`src/rtl/wb_bypass_buffer_if.sv`:
```
// Bundle of the W/M-stage write-back signals and operand read ports seen by wb_bypass_buffer.
// The consumer side of the pipeline drives through master; the forwarding unit takes slave.
interface wb_bypass_buffer_if #(
  parameter int DW   = 32,
  parameter int AW   = 5,
  parameter int NRD  = 2,
  parameter int CNTW = 16
);
  logic              stall_in;
  logic [1:0]        res_w;
  logic [AW-1:0]     a3_w;
  logic [DW-1:0]     ao_w;
  logic [DW-1:0]     dr_w;
  logic [DW-1:0]     pc8_w;
  logic [1:0]        res_m;
  logic [AW-1:0]     a3_m;
  logic [NRD*AW-1:0] rd_addr;
  logic [NRD*DW-1:0] rd_raw;
  logic [NRD-1:0]    rd_used;
  logic [NRD*DW-1:0] rd_data;
  logic [NRD*2-1:0]  rd_src;
  logic              stall_req;
  logic [CNTW-1:0]   hit_w_cnt;
  logic [CNTW-1:0]   hit_h_cnt;

  modport master (
    output stall_in, res_w, a3_w, ao_w, dr_w, pc8_w, res_m, a3_m, rd_addr, rd_raw, rd_used,
    input  rd_data, rd_src, stall_req, hit_w_cnt, hit_h_cnt
  );

  modport slave (
    input  stall_in, res_w, a3_w, ao_w, dr_w, pc8_w, res_m, a3_m, rd_addr, rd_raw, rd_used,
    output rd_data, rd_src, stall_req, hit_w_cnt, hit_h_cnt
  );
endinterface

```
`src/rtl/wb_bypass_buffer.sv`:
```
// Operand forwarding for the pipelined MIPS core: W-stage bypass, a short history of retired
// writes, a load-use stall request and saturating forward-hit counters.
module wb_bypass_buffer #(
  parameter int DW    = 32,
  parameter int AW    = 5,
  parameter int DEPTH = 2,
  parameter int NRD   = 2,
  parameter int CNTW  = 16
) (
  input  logic                clk,
  input  logic                reset,
  wb_bypass_buffer_if.slave   bus
);
  localparam logic [1:0] RES_NONE = 2'b00;
  localparam logic [1:0] RES_ALU  = 2'b01;
  localparam logic [1:0] RES_DM   = 2'b10;
  localparam logic [1:0] RES_PC8  = 2'b11;
  localparam logic [1:0] SRC_RAW  = 2'b00;
  localparam logic [1:0] SRC_W    = 2'b01;
  localparam logic [1:0] SRC_H    = 2'b10;

  function automatic logic [CNTW-1:0] sat_inc(input logic [CNTW-1:0] v, input logic en);
    if (en && (v != {CNTW{1'b1}})) return v + {{(CNTW-1){1'b0}}, 1'b1};
    return v;
  endfunction

  logic [DW-1:0]     wd_w;
  logic              w_wr;
  logic              vld_q  [DEPTH];
  logic              vld_d  [DEPTH];
  logic [AW-1:0]     addr_q [DEPTH];
  logic [AW-1:0]     addr_d [DEPTH];
  logic [DW-1:0]     data_q [DEPTH];
  logic [DW-1:0]     data_d [DEPTH];
  logic [CNTW-1:0]   hit_w_cnt_q, hit_w_cnt_d;
  logic [CNTW-1:0]   hit_h_cnt_q, hit_h_cnt_d;
  logic [NRD*DW-1:0] rd_data;
  logic [NRD*2-1:0]  rd_src;
  logic              stall_req;
  logic              any_w;
  logic              any_h;

  always_comb begin
    case (bus.res_w)
      RES_ALU: wd_w = bus.ao_w;
      RES_DM:  wd_w = bus.dr_w;
      RES_PC8: wd_w = bus.pc8_w;
      default: wd_w = '0;
    endcase
    w_wr = (bus.res_w != RES_NONE) && (bus.a3_w != '0);
  end

  // Forward select: W first, then history scanned oldest-to-newest so the newest match wins.
  always_comb begin
    rd_data   = '0;
    rd_src    = '0;
    stall_req = 1'b0;
    any_w     = 1'b0;
    any_h     = 1'b0;
    for (int i = 0; i < NRD; i++) begin
      rd_data[i*DW +: DW] = bus.rd_raw[i*DW +: DW];
      rd_src[i*2 +: 2]    = SRC_RAW;
      if (bus.rd_addr[i*AW +: AW] != '0) begin
        if (w_wr && (bus.a3_w == bus.rd_addr[i*AW +: AW])) begin
          rd_data[i*DW +: DW] = wd_w;
          rd_src[i*2 +: 2]    = SRC_W;
        end else begin
          for (int k = DEPTH - 1; k >= 0; k--) begin
            if (vld_q[k] && (addr_q[k] == bus.rd_addr[i*AW +: AW])) begin
              rd_data[i*DW +: DW] = data_q[k];
              rd_src[i*2 +: 2]    = SRC_H;
            end
          end
        end
      end
      if (bus.rd_used[i]) begin
        any_w = any_w | (rd_src[i*2 +: 2] == SRC_W);
        any_h = any_h | (rd_src[i*2 +: 2] == SRC_H);
        if ((bus.res_m == RES_DM) && (bus.a3_m == bus.rd_addr[i*AW +: AW]) && (bus.a3_m != '0))
          stall_req = 1'b1;
      end
    end
  end

  always_comb begin
    for (int k = 0; k < DEPTH; k++) begin
      vld_d[k]  = vld_q[k];
      addr_d[k] = addr_q[k];
      data_d[k] = data_q[k];
    end
    hit_w_cnt_d = hit_w_cnt_q;
    hit_h_cnt_d = hit_h_cnt_q;
    if (!bus.stall_in) begin
      for (int k = 1; k < DEPTH; k++) begin
        vld_d[k]  = vld_q[k-1];
        addr_d[k] = addr_q[k-1];
        data_d[k] = data_q[k-1];
      end
      vld_d[0]    = w_wr;
      addr_d[0]   = bus.a3_w;
      data_d[0]   = wd_w;
      hit_w_cnt_d = sat_inc(hit_w_cnt_q, any_w);
      hit_h_cnt_d = sat_inc(hit_h_cnt_q, any_h);
    end
  end

  // History and counter registers
  always_ff @(posedge clk) begin
    if (reset) begin
      for (int k = 0; k < DEPTH; k++) begin
        vld_q[k]  <= 1'b0;
        addr_q[k] <= '0;
        data_q[k] <= '0;
      end
      hit_w_cnt_q <= '0;
      hit_h_cnt_q <= '0;
    end else begin
      for (int k = 0; k < DEPTH; k++) begin
        vld_q[k]  <= vld_d[k];
        addr_q[k] <= addr_d[k];
        data_q[k] <= data_d[k];
      end
      hit_w_cnt_q <= hit_w_cnt_d;
      hit_h_cnt_q <= hit_h_cnt_d;
    end
  end

  assign bus.rd_data   = rd_data;
  assign bus.rd_src    = rd_src;
  assign bus.stall_req = stall_req;
  assign bus.hit_w_cnt = hit_w_cnt_q;
  assign bus.hit_h_cnt = hit_h_cnt_q;
endmodule

```
`src/flat_wrapper.sv`:
```
// flat-port wrapper written by rule: the top's interface ports become plain ports
module wb_bypass_buffer_flat 
#(
  parameter int DW    = 32,
  parameter int AW    = 5,
  parameter int DEPTH = 2,
  parameter int NRD   = 2,
  parameter int CNTW  = 16
)
  (clk, reset, bus_stall_in, bus_res_w, bus_a3_w, bus_ao_w, bus_dr_w, bus_pc8_w, bus_res_m, bus_a3_m, bus_rd_addr, bus_rd_raw, bus_rd_used, bus_rd_data, bus_rd_src, bus_stall_req, bus_hit_w_cnt, bus_hit_h_cnt);
  wb_bypass_buffer_if #(.DW(DW), .AW(AW), .NRD(NRD), .CNTW(CNTW)) bus_i ();
  input  logic clk;
  input  logic reset;
  input wire logic [$bits(bus_i.stall_in)-1:0] bus_stall_in;
  input wire logic [$bits(bus_i.res_w)-1:0] bus_res_w;
  input wire logic [$bits(bus_i.a3_w)-1:0] bus_a3_w;
  input wire logic [$bits(bus_i.ao_w)-1:0] bus_ao_w;
  input wire logic [$bits(bus_i.dr_w)-1:0] bus_dr_w;
  input wire logic [$bits(bus_i.pc8_w)-1:0] bus_pc8_w;
  input wire logic [$bits(bus_i.res_m)-1:0] bus_res_m;
  input wire logic [$bits(bus_i.a3_m)-1:0] bus_a3_m;
  input wire logic [$bits(bus_i.rd_addr)-1:0] bus_rd_addr;
  input wire logic [$bits(bus_i.rd_raw)-1:0] bus_rd_raw;
  input wire logic [$bits(bus_i.rd_used)-1:0] bus_rd_used;
  output wire logic [$bits(bus_i.rd_data)-1:0] bus_rd_data;
  output wire logic [$bits(bus_i.rd_src)-1:0] bus_rd_src;
  output wire logic [$bits(bus_i.stall_req)-1:0] bus_stall_req;
  output wire logic [$bits(bus_i.hit_w_cnt)-1:0] bus_hit_w_cnt;
  output wire logic [$bits(bus_i.hit_h_cnt)-1:0] bus_hit_h_cnt;
  assign bus_i.stall_in = bus_stall_in;
  assign bus_i.res_w = bus_res_w;
  assign bus_i.a3_w = bus_a3_w;
  assign bus_i.ao_w = bus_ao_w;
  assign bus_i.dr_w = bus_dr_w;
  assign bus_i.pc8_w = bus_pc8_w;
  assign bus_i.res_m = bus_res_m;
  assign bus_i.a3_m = bus_a3_m;
  assign bus_i.rd_addr = bus_rd_addr;
  assign bus_i.rd_raw = bus_rd_raw;
  assign bus_i.rd_used = bus_rd_used;
  assign bus_rd_data = bus_i.rd_data;
  assign bus_rd_src = bus_i.rd_src;
  assign bus_stall_req = bus_i.stall_req;
  assign bus_hit_w_cnt = bus_i.hit_w_cnt;
  assign bus_hit_h_cnt = bus_i.hit_h_cnt;
  wb_bypass_buffer #(.DW(DW), .AW(AW), .DEPTH(DEPTH), .NRD(NRD), .CNTW(CNTW)) u_core (.clk(clk), .reset(reset), .bus(bus_i));
endmodule
```
`config.mk`:
```
export PLATFORM = sky130hd
export DESIGN_NAME = wb_bypass_buffer_flat
export DESIGN_NICKNAME = d
export VERILOG_FILES = /design/src/rtl/wb_bypass_buffer_if.sv /design/src/rtl/wb_bypass_buffer.sv /design/src/flat_wrapper.sv
export SDC_FILE = /design/constraint.sdc
export NUM_CORES = 1
export LEC_CHECK = 0
export CAP_MARGIN = 25
export CORE_MARGIN = 4
export CORE_UTILIZATION = 45
export CTS_CLUSTER_DIAMETER = 150
export DETAILED_ROUTE_END_ITERATION = 10
export PLACE_DENSITY = 0.83
export SKIP_CTS_REPAIR_TIMING = 1
export SLEW_MARGIN = 20
export SYNTH_ARGS = -nofsm -noshare
export SYNTH_HDL_FRONTEND = slang
export SYNTH_SLANG_ARGS = --single-unit
```
`constraint.sdc`:
```
create_clock -name clk -period 11.3 [get_ports clk]
set_input_delay 3.39 -clock clk [delete_from_list [all_inputs] [get_ports clk]]
set_output_delay 3.39 -clock clk [all_outputs]
set_load 0.005 [all_outputs]
```
## Yosys cells after proc, flatten, opt, wreduce, memory -nomap -nowiden

Memories as Yosys holds them, arrays and structs flattened.
Cells that the tools add are included.

| cells by class | value |
|---|---|
| add/subtract/negate cells | 2 |
| eq/ne operators | 18 |
| multiplexer cells | 43 |
| bitwise operators | 9 |
| reduce and logical (&&, ||, !) cells | 20 |

Operators with widths:

| cell | number |
|---|---|
| $mux 32 | 10 |
| $pmux 32 s3 | 1 |
| $mux 64 | 1 |
| $eq 5x5->1 | 8 |
| $add 16x1->16 const B | 2 |
| $mux 16 | 2 |
| $ne 16x16->1 const B | 2 |
| $reduce_bool 5->1 | 4 |
| $mux 2 | 9 |
| $mux 1 | 17 |
| $logic_and 1x1->1 | 13 |
| $eq 2x2->1 const B | 5 |
| $mux 10 | 1 |
| $mux 5 | 2 |
| $or 1x1->1 | 8 |
| $eq 2x1->1 const B | 3 |
| $reduce_and 2->1 | 2 |
| $reduce_bool 2->1 | 1 |
| $not 1->1 | 1 |

| word-level totals | value |
|---|---|
| flip-flop bits (word level) | 32 |
| bits in writable memories | 76 |
| input port bits | 189 |
| memories kept | 3 |

Memories:

| name | words | width | rd ports | clocked after Yosys merged registers in | write ports | line | text |
|---|---|---|---|---|---|---|---|
| u_core.data_q | 2 | 32 | 2 | 0 | 2 | wb_bypass_buffer.sv:33 | `logic [DW-1:0] data_q [DEPTH];` |
| u_core.addr_q | 2 | 5 | 2 | 0 | 2 | wb_bypass_buffer.sv:31 | `logic [AW-1:0] addr_q [DEPTH];` |
| u_core.vld_q | 2 | 1 | 2 | 0 | 2 | wb_bypass_buffer.sv:29 | `logic vld_q [DEPTH];` |

## Logic depth before layout (Yosys ltp)

| depth | value |
|---|---|
| depth after elaboration | 14 |
| mapped depth | 10 |
| gate-level depth less buffers | 7 |

## Worst setup path after synthesis

No wires, ideal clock.

| timing path | value |
|---|---|
| path kind | input-to-output |
| start | input bus_rd_addr[2] |
| end | output bus_rd_data[16] |
| data arrival time | 5.283 ns |
| slack | 2.627 ns |
| stages | 10 |
| path through | clkbuf_1 xor2_1 or4_1 or2_2 buf_2 inv_1 buf_2 buf_2 a221oi_1 nor2_1 |

| on the way | value |
|---|---|
| word-level cells in the longest chain between the ends | 6 |
| elaborated cells on any way between the ends | 11 |
| classes of those cells | eq/ne: 3; mux: 4; reduce/logical: 4 |

RTL lines:

| item | line | text |
|---|---|---|
| start, declared | flat_wrapper.sv:22 | `input wire logic [$bits(bus_i.rd_addr)-1:0] bus_rd_addr;` |
| $eq 5x5->1 | wb_bypass_buffer.sv:69 | `if (vld_q[k] && (addr_q[k] == bus.rd_addr[i*AW +: AW])) begin` |
| $logic_and 1x1->1 | wb_bypass_buffer.sv:69 |  |
| $mux 32 (2 in a row) | wb_bypass_buffer.sv:69 |  |
| $mux 32 | wb_bypass_buffer.sv:64 | `if (w_wr && (bus.a3_w == bus.rd_addr[i*AW +: AW])) begin` |
| $mux 32 * | wb_bypass_buffer.sv:63 | `if (bus.rd_addr[i*AW +: AW] != '0) begin` |
| end, declared | flat_wrapper.sv:25 | `output wire logic [$bits(bus_i.rd_data)-1:0] bus_rd_data;` |

Every way passes the cells marked *; elsewhere a longest branch is shown, timed or not.

## Worst setup path after layout

| timing path | value |
|---|---|
| start | input bus_rd_addr[8] |
| end | output bus_rd_data[32] |

The elaborated chain is that of the path after synthesis.

==> reports/results.ini <==
[detailed_routing]
drtPass1Iterations = 5
wl_per_cell_um = 19.3
route.detailed.drc = 0
vias = 7893
wl_mm = 25.7
drt-initial-drc-count = 538
vias_per_cell = 5.92
antenna_left = 0

[synth]
synthTopCellsByArea = dfxtp_1, nor2_1, a22o_1
ys_ff_latch = 108
yosys.area.top_type = dfxtp_1
async_flop_share = 0
yosys.cell_count.top_type = nor2_1
synth_cells = 887
synth_area_sq_um = 7070
syn_nets = 1078
synthDistinctLibCells = 45
synth_common_cells = nor2_1, dfxtp_1, a21oi_1
synth_top_area_frac = 0.306
ys_warn_count = 0
syn_area_per_cell_sq_um = 7.97
ys_seq_area_frac = 0.306
synth_edf_count = 0
synth_ff_type = dfxtp_1

[timing]
timing.hold.ws_ns = 0.509
period_share = 0.897
clock_skew_ns = 0.00597
fmax_mhz = 98.6
fin_setup_tns_ns = 0
period_minus_slack_ns = 10.14
hold_viol_final = 0
slew_headroom = 0.322
grt_setup_unrepaired = false
setup_viol_count_final = 0
worst_slew_pin_slew_ns = 1.01
maxSlewViolCount = 0

[global_route]
grt_max_degree = 108
antenna_found_initial = 2
grt_pass1_vias = 7455
grt_use_total = 0.273
grt_pass1_wl_mm = 40.1
globalRouteOverflowTotal = 0

[hold_path]
hold-path-cell-count = 2
hold_path_class = flop to flop
holdPathEnd = u_core.bus.hit_h_cnt[14]$_SDFFE_PP0P_
hp-start = u_core.bus.hit_h_cnt[14]$_SDFFE_PP0P_

[clock_tree]
clock-sinks = 108
h-tree-depth = 3
clk_latency_ns = 0.34
cts_made_buffers = 9
clock_path_buffers = 2
cts-root-buf = clkbuf_16
path_clk_slew_ns = 0.07
cts_tree = built

[floorplan]
core_area_sq_um = 15300
die_area_sq_um = 17800
num_rows = 45
start_util = 0.462
die_y_um = 133
io-pin-count = 290
fp.dieW_um = 133

[power]
power_density_nw_per_um2 = 94.5
p_leak_nw = 3.83
ir_drop_mv = 0.0641

[worst_setup_path]
crit_slowest_cell = and3_1
worstPathCellList = clkdlybuf4s50_1 > xor2_1 > nor4_1 > and3_1 > nor3_2 > buf_4 > a22o_1 > a221oi_1 > a21oi_1 > clkdlybuf4s50_1
worstPathArrival_ns = 6.75
reg2reg_to = u_core.bus.hit_h_cnt[5]$_SDFFE_PP0P_
crit_top_cell = clkdlybuf4s50_1
end_kind = output pin
cp.required_ns = 7.91
worst_setup_path_start_kind = input pin
cp_max_fo = 32
reg2regPathDepth = 8
slowest_delay_ns = 0.76
path_buf_inv = 3
reg2reg_from = u_core.addr_q[0][3]$_SDFFE_PP0N_
reg2reg_slack_ns = 8.20
crit_type = input pin to output pin
worst_path_dominant_cell_family = buffers and inverters

[cells_and_area]
final_nets = 1306
fillers = 1324
area_growth_pct = 46.4
drive_above_1_share = 0.0634

[placement]
port_buffers = 289
globalplace.congestion = 0.843
hpwl_mm = 18.7

[run]
cap_violations = 0

[run_status]
outcome = complete, no violations

per-stage QoR:
step / instance area (sq um) / utilization / total power [W] / instances / setup WS (ns)
floorplan: 7070 / - / 0.000513 / 887 / 2.63
global placement: 9990 / 0.652 / 0.000638 / 1314 / 1.18
detailed placement: 9990 / 0.652 / 0.000641 / 1314 / 1.21
CTS: 10300 / 0.674 / 0.000984 / 1330 / 1.22
global route: 10300 / 0.676 / 0.00102 / 1333 / 0.964
finish: 10300 / 0.676 / 0.000979 / 1333 / 1.16
where the power goes:
group | switching [W] | internal, W
clock | 0.000147 | 0.000197
sequential | 0.0000123 | 0.000392
combinational | 0.0000951 | 0.000135
cell families after synthesis:
logic type | share of synthesized area
AO/OA/AOI/OAI | 0.295
XOR/XNOR | 0.0694
adder cells (fa/ha/maj) | 0.00354
buffers and inverters | 0.0540
flip-flops | 0.306
multiplexers | 0.110
AND/OR/NAND/NOR | 0.162
sequential cells by signal, indices dropped and copies added, names as in the netlist:
name                  cells
u_core.addr_q            10
u_core.bus.hit_h_cnt     16
u_core.bus.hit_w_cnt     16
u_core.data_q            64
u_core.vld_q              2
cell usage in the layout, fill, tap and decap left out, drive strengths merged, types with 3 or more instances in the layout:
| cell | netlist | routed |
|---|---|---|
| clkdlybuf4s50 | 0 | 286 |
| dfxtp | 108 | 108 |
| clkbuf | 70 | 10 |
| xnor2 | 37 | 37 |
| nor3 | 13 | 13 |
| nor2 | 154 | 154 |
| nand2 | 25 | 25 |
| or3 | 8 | 8 |
| a221oi | 55 | 55 |
| nand3 | 17 | 17 |
| a21oi | 95 | 95 |
| and3 | 8 | 8 |
| nand4 | 7 | 7 |
| a31o | 3 | 3 |
| nor4 | 8 | 8 |
| o21ai | 22 | 22 |
| buf | 17 | 18 |
| a22oi | 41 | 41 |
| mux2 | 23 | 23 |
| or4 | 6 | 6 |
| a22o | 64 | 64 |
| inv | 9 | 10 |
| mux2i | 52 | 52 |
| xor2 | 19 | 19 |
per-layer routing:
metal / vias up / global-route usage / share of wire
met5: - / 0 / 0
met4: 0 / 0.103 / 0.024
met3: 40 / 0.0646 / 0.087
met2: 371 / 0.448 / 0.48
met1: 3726 / 0.349 / 0.41
li1: 3756 / - / -
how the worst max path moves through the flow:
| stage | to | slack, ns | start | cells after the start |
|---|---|---|---|---|
| final | bus_rd_data[32] | 1.16 | bus_rd_addr[8] | 10 |
| after global routing | bus_rd_data[0] | 0.96 | bus_rd_addr[3] | 11 |
| after CTS | bus_rd_data[32] | 1.22 | bus_rd_addr[8] | 10 |
| after detailed placement | bus_rd_data[32] | 1.21 | bus_rd_addr[5] | 10 |
| after global placement | bus_rd_data[0] | 1.18 | bus_rd_addr[3] | 11 |
| after floorplan | bus_rd_data[16] | 2.63 | bus_rd_addr[2] | 10 |
worst min-delay path, delay by kind of cell, from the launching register on:
kind / cells / cell delay [ns]
AO/OA/AOI/OAI: 2 / 0.13
flip-flops: 1 / 0.33
layout make-up:
class	count	area (sq um)	share of cell area
Antenna cell	2	5.00	0.000484
Clock buffer	10	229	0.0221
Clock inverter	6	96.3	0.00931
Inverter	9	33.8	0.00326
Multi-Input combinational cell	683	4540	0.439
Sequential cell	108	2160	0.209
Tap cell	211	264	0.0255
Timing Repair Buffer	304	3020	0.291
No activity file was read; power rests on OpenSTA's default activity.
